$ cat src/rtl/present_key_stream.sv
// PRESENT key-schedule engine (80/128-bit master key) streaming one 64-bit round key per handshake.
// Define PRESENT_KS_REVERSE_EN to add the precompute-then-stream-backwards mode used for decryption.
module present_key_stream #(
  parameter int KEY_W  = 80,
  parameter int NUM_RK = 32
) (
  input  logic             clk_i,
  input  logic             rst_i,
  input  logic             start_i,
  input  logic             rev_i,
  input  logic [KEY_W-1:0] key_in_i,
  output logic [63:0]      rk_o,
  output logic [5:0]       rk_idx_o,
  output logic             rk_last_o,
  output logic             rk_valid_o,
  input  logic             rk_ready_i,
  output logic             busy_o
);

  localparam int         XOR_LSB   = (KEY_W == 128) ? 62 : 15;
  localparam logic [5:0] FIRST_IDX = 6'd1;
  localparam logic [5:0] LAST_IDX  = 6'(NUM_RK);
`ifdef PRESENT_KS_REVERSE_EN
  localparam logic       REV_EN    = 1'b1;
  localparam logic [4:0] PRE_LAST  = 5'(NUM_RK - 1);
`else
  localparam logic       REV_EN    = 1'b0;
`endif

  typedef enum logic [1:0] {
    S_IDLE = 2'd0,
`ifdef PRESENT_KS_REVERSE_EN
    S_PRE  = 2'd2,
`endif
    S_EMIT = 2'd1
  } state_e;

  state_e           state_q, state_d;
  logic [KEY_W-1:0] key_q, key_d;
  logic [5:0]       idx_q, idx_d;
  logic             valid_q, valid_d;
  logic             last_q, last_d;
  logic             busy_q, busy_d;
  logic             rev_sel_s;
  logic [5:0]       end_idx_q_s, end_idx_d_s;
`ifdef PRESENT_KS_REVERSE_EN
  logic             rev_q, rev_d;
  logic [4:0]       cnt_q, cnt_d;
`endif

  function automatic logic [3:0] sbox(input logic [3:0] x);
    case (x)
      4'h0: sbox = 4'hC;
      4'h1: sbox = 4'h5;
      4'h2: sbox = 4'h6;
      4'h3: sbox = 4'hB;
      4'h4: sbox = 4'h9;
      4'h5: sbox = 4'h0;
      4'h6: sbox = 4'hA;
      4'h7: sbox = 4'hD;
      4'h8: sbox = 4'h3;
      4'h9: sbox = 4'hE;
      4'hA: sbox = 4'hF;
      4'hB: sbox = 4'h8;
      4'hC: sbox = 4'h4;
      4'hD: sbox = 4'h7;
      4'hE: sbox = 4'h1;
      default: sbox = 4'h2;
    endcase
  endfunction

  // Rotate left 61, substitute the top nibble(s), fold in the round counter.
  function automatic logic [KEY_W-1:0] key_fwd(input logic [KEY_W-1:0] k, input logic [4:0] rc);
    logic [KEY_W-1:0] t;
    t = {k[KEY_W-62:0], k[KEY_W-1:KEY_W-61]};
    t[KEY_W-1 -: 4] = sbox(t[KEY_W-1 -: 4]);
    t[KEY_W-5 -: 4] = (KEY_W == 128) ? sbox(t[KEY_W-5 -: 4]) : t[KEY_W-5 -: 4];
    t[XOR_LSB +: 5] = t[XOR_LSB +: 5] ^ rc;
    return t;
  endfunction

`ifdef PRESENT_KS_REVERSE_EN
  function automatic logic [3:0] sbox_inv(input logic [3:0] x);
    case (x)
      4'h0: sbox_inv = 4'h5;
      4'h1: sbox_inv = 4'hE;
      4'h2: sbox_inv = 4'hF;
      4'h3: sbox_inv = 4'h8;
      4'h4: sbox_inv = 4'hC;
      4'h5: sbox_inv = 4'h1;
      4'h6: sbox_inv = 4'h2;
      4'h7: sbox_inv = 4'hD;
      4'h8: sbox_inv = 4'hB;
      4'h9: sbox_inv = 4'h4;
      4'hA: sbox_inv = 4'h6;
      4'hB: sbox_inv = 4'h3;
      4'hC: sbox_inv = 4'h0;
      4'hD: sbox_inv = 4'h7;
      4'hE: sbox_inv = 4'h9;
      default: sbox_inv = 4'hA;
    endcase
  endfunction

  function automatic logic [KEY_W-1:0] key_inv(input logic [KEY_W-1:0] k, input logic [4:0] rc);
    logic [KEY_W-1:0] t;
    t = k;
    t[XOR_LSB +: 5] = t[XOR_LSB +: 5] ^ rc;
    t[KEY_W-1 -: 4] = sbox_inv(t[KEY_W-1 -: 4]);
    t[KEY_W-5 -: 4] = (KEY_W == 128) ? sbox_inv(t[KEY_W-5 -: 4]) : t[KEY_W-5 -: 4];
    return {t[60:0], t[KEY_W-1:61]};
  endfunction
`endif

  assign rev_sel_s = rev_i & REV_EN;

  // Next-state and registered-output computation.
  always_comb begin
    state_d = state_q;
    key_d   = key_q;
    idx_d   = idx_q;
`ifdef PRESENT_KS_REVERSE_EN
    rev_d       = rev_q;
    cnt_d       = cnt_q;
    end_idx_q_s = rev_q ? FIRST_IDX : LAST_IDX;
`else
    end_idx_q_s = LAST_IDX;
`endif
    case (state_q)
      S_IDLE: begin
        if (start_i) begin
          key_d = key_in_i;
          if (rev_sel_s) begin
`ifdef PRESENT_KS_REVERSE_EN
            rev_d   = 1'b1;
            cnt_d   = 5'd1;
            state_d = S_PRE;
`else
            idx_d   = FIRST_IDX;
            state_d = S_EMIT;
`endif
          end else begin
`ifdef PRESENT_KS_REVERSE_EN
            rev_d   = 1'b0;
`endif
            idx_d   = FIRST_IDX;
            state_d = S_EMIT;
          end
        end else begin
          state_d = S_IDLE;
        end
      end
`ifdef PRESENT_KS_REVERSE_EN
      S_PRE: begin
        key_d = key_fwd(key_q, cnt_q);
        cnt_d = cnt_q + 5'd1;
        if (cnt_q == PRE_LAST) begin
          idx_d   = LAST_IDX;
          state_d = S_EMIT;
        end else begin
          state_d = S_PRE;
        end
      end
`endif
      S_EMIT: begin
        if (rk_ready_i) begin
          if (idx_q == end_idx_q_s) begin
            state_d = S_IDLE;
`ifdef PRESENT_KS_REVERSE_EN
          end else if (rev_q) begin
            key_d = key_inv(key_q, 5'(idx_q - FIRST_IDX));
            idx_d = idx_q - FIRST_IDX;
`endif
          end else begin
            key_d = key_fwd(key_q, idx_q[4:0]);
            idx_d = idx_q + FIRST_IDX;
          end
        end else begin
          state_d = S_EMIT;
        end
      end
      default: begin
        state_d = S_IDLE;
      end
    endcase
`ifdef PRESENT_KS_REVERSE_EN
    end_idx_d_s = rev_d ? FIRST_IDX : LAST_IDX;
`else
    end_idx_d_s = LAST_IDX;
`endif
    valid_d = (state_d == S_EMIT);
    busy_d  = (state_d != S_IDLE);
    last_d  = valid_d && (idx_d == end_idx_d_s);
  end

  // State, key and output registers.
  always_ff @(posedge clk_i) begin
    if (rst_i) begin
      state_q <= S_IDLE;
      key_q   <= {KEY_W{1'b0}};
      idx_q   <= 6'd0;
      valid_q <= 1'b0;
      last_q  <= 1'b0;
      busy_q  <= 1'b0;
`ifdef PRESENT_KS_REVERSE_EN
      rev_q   <= 1'b0;
      cnt_q   <= 5'd0;
`endif
    end else begin
      state_q <= state_d;
      key_q   <= key_d;
      idx_q   <= idx_d;
      valid_q <= valid_d;
      last_q  <= last_d;
      busy_q  <= busy_d;
`ifdef PRESENT_KS_REVERSE_EN
      rev_q   <= rev_d;
      cnt_q   <= cnt_d;
`endif
    end
  end

  assign rk_o       = key_q[KEY_W-1 -: 64];
  assign rk_idx_o   = idx_q;
  assign rk_valid_o = valid_q;
  assign rk_last_o  = last_q;
  assign busy_o     = busy_q;

endmodule

$ cat config.mk
export PLATFORM = sky130hd
export DESIGN_NAME = present_key_stream
export DESIGN_NICKNAME = d
export VERILOG_FILES = /design/src/rtl/present_key_stream.sv
export SDC_FILE = /design/constraint.sdc
export NUM_CORES = 1
export LEC_CHECK = 0
export BUFFER_PORTS_ARGS = -buffer_cell sky130_fd_sc_hd__buf_2
export CAP_MARGIN = 20
export CORE_ASPECT_RATIO = 0.6
export CORE_MARGIN = 2
export CORE_UTILIZATION = 50
export DETAILED_ROUTE_END_ITERATION = 10
export PLACE_DENSITY = 0.79
export SKIP_CTS_REPAIR_TIMING = 1
export SLEW_MARGIN = 10
export SYNTH_ARGS = -nofsm -noshare
export SYNTH_HDL_FRONTEND = slang
export SYNTH_SLANG_ARGS = --single-unit
export TNS_END_PERCENT = 30
$ cat constraint.sdc
create_clock -name clk_i -period 3.1 [get_ports clk_i]
set_input_delay 0.155 -clock clk_i [delete_from_list [all_inputs] [get_ports clk_i]]
set_output_delay 0.155 -clock clk_i [all_outputs]
set_load 0.02 [all_outputs]
# == After elaboration in Yosys (flattened, before gate mapping) ==
# Memories as Yosys holds them, arrays and structs flattened. A register that Yosys moved wholly into a read port is not among the register bits.
# Index checks and enable logic that the tools add are counted.
# totals
regBits,91
mem_bits_ro,64
out_inout_bits,73
word_cells,35
memories,1
# mem_list
name,words,word_bits,read_ports,rd_ports_with_merged_regs,wr,line,source
(name not given),16,4,1,1,0,52,case (x)
# op_classes
add_sub_neg,1
n_eq_ne,7
mux,14
bitwise_logic,1
reduce_logical,5
# op_table
cell,n
two-way mux 80 bit,3
one-hot mux 80 bit (2 select lines),1
two-way mux 6 bit,3
equality test 6 bit (second input constant),2
one-hot mux 6 bit (2 select lines),1
two-way mux 4 bit,2
adder 6 x 1 -> 6 bit (second input constant),1
!= test 2 bit (second input constant),3
XOR 5 bit,1
equality test 2 x 1 -> 1 bit (second input constant),2
two-way mux 2 bit,2
one-hot mux 2 bit (2 select lines),1
AND reduction 4 bit,1
nonzero test 2 bit,2
zero test 2 bit,1
logical AND 1 bit,1
two-way mux 1 bit,1

# == Depth between registers and ports, before layout ==
# logic_depth
depth_word,6
mapped_depth,14
ltp_nobuf,12

# == Least setup slack after synthesis ==
# Ideal clock, no wire load.
# synth_timing
path_type,register to register
startpoint,register idx_q[0] (netlist: rk_idx_o[0])
endpoint,register with a tool-made name
setup_ps,79
t_arrival_ps,2764
required_time_ps,3021
path_slack_ps,257
path_stages_with_launch,14
cell_sequence,dfxtp_1 -> clkbuf_1 -> inv_1 -> ha_1 -> nand4bb_4 -> o211ai_1 -> nand2_1 -> clkbuf_1 -> nand2_1 -> a21oi_1 -> inv_1 -> ha_1 -> o221a_2 -> a211oi_2
# synth_rtl
item,line,source
"start, declared",40,"logic [5:0] idx_q, idx_d;"
"start signal, assigned",211,idx_q <= idx_d;

==> metrics.md <==
| Metric | Value |
|---|---|
| Inst Count DP | `approximately 810` |
| Yosys top cell area share | `38.3%` |
| Synthesized area per cell | `7.85 um^2` |
| Worst Setup Start Kind | `flop` |
| Worst vdd ir | `about 0.32 mV` |
| Die area | `0.0108 mm^2` |
| Final core occ | `between 50% and 60%` |
| Post-route ant nets | `0` |
| Clk_lat worst skew | `~0.34 ns` |
| MaxCap Viol Count | `0` |
| Final instance area | `0.00560 mm^2` |
| Hold Path End | `key_q[5]` |
| Sequential Power Share | `around 45%` |
| First-iteration detailed-routing DRC count | `approximately 430` |
| DR vias/cell | `~5.7` |
| CP max stage cell | `dfxtp_1` |
| Pleak | `about 2.4 nW` |
| Critical path class | `flop to flop` |
| DR DRC count | `0` |
| DP Worst Slack | `0.408 ns` |
| Post-synth EDFFs | `0` |
| Area of the core | `slightly below 0.01 mm^2` |
| RR Startpoint | `rk_idx_o[0]` |
| Post-DP HPWL | `between 10000 and 15000 um` |
| Critical Path, Cell by Cell | `inv_1, ha_1, nand4bb_4, o211a_4, nor2_8, nand2_1, a21oi_1, inv_1, ha_1, o221a_2, a211oi_2` |
| Crit path DAT | `3.02 ns` |
| RSZ-0062 raised after global routing | `no` |
| Endpoints failing setup | `0` |
| Status | `finished, final reports clean` |
| Max-slew headroom at the worst pin | `51.8%` |
| Pins Over Slew Limit | `0` |
| Global-route wire length before repair | `approximately 22000 um` |
| Buffers on Ports | `roughly 160` |
| R2R cell count | `11` |
| Yosys cell types | `51` |
| Net Sw Frac | `between 20% and 30%` |
| Via count | `approximately 4700` |
| WP buf/inv | `2` |
| Sequential area share after synthesis | `a little under two fifths` |
| Total Neg Setup Slack | `0 ns` |
| Clk pwr share | `a little under two fifths` |
| Final min period | `about 2.8 ns` |
| Clock Path Buffers | `2` |
| Cell Area, Synth | `between 0.004 and 0.005 mm^2` |
| Synth warn | `0` |
| Final wirelength | `approximately 15000 um` |
| Worst Max-Slew Pin Slew | `about 0.72 ns` |
| Initial core utilization | `about half` |
| Gr usage total | `26.5%` |
| Synth area leader | `dfxtp_1` |
| Comb power frac | `approximately 17%` |
| Clock slew at reported path FFs | `about 0.070 ns` |
| Fill cells | `928` |
| Pwr/cell area | `561 mW/mm^2` |
| Setup crit end kind | `flop` |
| Initial antenna violation count | `0` |
| Largest net degree at the start of global routing | `about 160` |
| Wire length per cell | `roughly 18 um` |
| Register area | `around 0.0019 mm^2` |
| Clk sinks | `95` |
| Hold path depth | `3` |
| P&R area growth vs syn | `12.6%` |
| Placed cell area | `0.00527 mm^2` |
| DIE WIDTH | `between 100 and 150 um` |
| Synth top area cells | `dfxtp_1, a311oi_1, nand2_1` |
| Hold WC Path Type | `input port to flop` |
| Hold_sp | `key_in_i[5]` |
| Final worst-path cycle share | `between 80 and 90%` |
| H-tree Lvls | `3` |
| CP required | `between 3 and 4 ns` |
| Clock Skews | `about 0.0078 ns` |
| Flop2flop setup slack | `around 0.34 ns` |
| Total power | `3.14 mW` |
| Final hold vios | `0` |
| GP Congestion | `about 0.91` |
| Critical path's largest stage delay | `about 0.39 ns` |
| # diodes | `0` |
| Synthesized instance count | `between 600 and 700` |
| Dominant delay contributor by cell family on the critical path | `compound AO/OA/AOI/OAI gates` |
| NumNets Final | `781` |
| Share of cells above drive strength 1 | `27.8%` |
| Vias in the first global route | `between 4000 and 5000` |
| Row cnt | `28` |
| Syn Nets | `725` |
| Total gr overflow | `0` |
| Psw | `~0.9 mW` |
| Multi-input logic area | `0.00234 mm^2` |
| Internal power | `between 2 and 2.5 mW` |
| Synth Flop Type | `dfxtp_1` |
| Iteration count of the initial detailed-routing pass | `5` |
| I/O pin cnt | `about 160` |
| Worst hold margin | `~0.069 ns` |
| Seq cells post-synth | `95` |
| Root buffer cell | `clkbuf_16` |
| Share of flip-flops with an asynchronous set or reset | `0%` |
| TritonCTS Buffers | `9` |
| Worst Setup Slack, final | `roughly 0.34 ns` |
| Die Span Y | `81.2 um` |
| CTS tree | `built` |
| Critical Path Start | `rk_idx_o[0]` |
| Non-Filler Instances | `between 800 and 900` |
| F_max | `approximately 360 MHz` |
| Largest fanout on the critical path | `9` |
==> cell type report <==
class                           count  area share [%]
Inverter                            5           0.335
Clock buffer                       11            4.34
Timing Repair Buffer              161            15.1
Multi-Input combinational cell    417            41.8
Tap cell                          135            3.02
Clock inverter                      5            1.45
Sequential cell                    95            34.0
==> state kept, by name, summed over array words and instances, names as in the netlist, named ones only <==
signal      cells
state_q         2
rk_idx_o        6
busy_o          1
rk_valid_o      1
key_q          80
rk_last_o       1
==> how the worst max path moves through the flow <==
stage / to / slack (ns) / cells past startpoint
global placement: flop / 0.53 / 11
global route: flop / 0.20 / 11
finish: flop / 0.34 / 11
CTS: flop / 0.38 / 11
detailed placement: flop / 0.41 / 11
floorplan: flop / 0.26 / 13
==> cells in the final DEF, fill, tap and decap left out, types with 2 or more instances in the layout <==
cell,count
nand2_1,162
buf_2,155
dfxtp_1,95
nor2_1,87
a311oi_1,75
a21oi_1,17
nor3_1,9
clkbuf_16,9
o21ai_0,7
ha_1,7
inv_1,5
mux2_2,5
xor2_1,4
buf_4,4
nand3_1,3
nand4_1,3
a21o_1,3
o211ai_1,2
mux2i_1,2
o21a_1,2
a211oi_1,2
bufinv_16,2
buf_12,2
==> tightest hold or removal path, cell delays in order <==
cell      delay, ns
buf_2          0.09
nand2_1        0.04
a311oi_1       0.07
==> routing by layer <==
layer,GRT usage [%],vias to the layer above,wire length (um)
met3,7.49,17,1770
met4,6.77,0,197
met5,0,-,0
met2,38.1,297,6090
li1,-,2234,-
met1,38.9,2195,6750
==> cells in the mapped netlist, types with 2 or more instances <==
| cell | instances |
|---|---|
| a21oi_1 | 17 |
| ha_1 | 7 |
| xor2_1 | 4 |
| buf_2 | 6 |
| a211oi_1 | 2 |
| clkbuf_1 | 39 |
| o211ai_1 | 2 |
| mux2_2 | 5 |
| o21a_1 | 2 |
| buf_4 | 64 |
| buf_6 | 4 |
| nor2_1 | 87 |
| o21ai_0 | 7 |
| a311oi_1 | 75 |
| a21o_1 | 3 |
| dfxtp_1 | 95 |
| nor3_1 | 9 |
| nand4_1 | 3 |
| mux2i_1 | 2 |
| nand2_1 | 163 |
| inv_1 | 5 |
| nand3_1 | 3 |
==> cell families (layout without fill, tap and decap cells) <==
kind of cell / count (synthesis) / in the layout / share of synthesized area, %
AOI/OAI and AO/OA: 123 / 123 / 20.0
xor gates and xnor gates: 5 / 5 / 0.881
adders and majority gates: 7 / 7 / 1.76
buffers and inverters: 121 / 182 / 15.0
DFF: 95 / 95 / 38.3
muxes: 7 / 7 / 1.54
other: 1 / 1 / 0.0754
and+or+nand+nor: 274 / 274 / 22.5
==> power by group through the flow <==
stage,combinational [mW],sequential [mW],clock (mW)
floorplan,0.446,1.39,0
global placement,0.515,1.42,0
detailed placement,0.529,1.43,0
CTS,0.533,1.40,1.22
global route,0.579,1.41,1.27
finish,0.536,1.40,1.20
No activity file was read; power rests on OpenSTA's default activity.
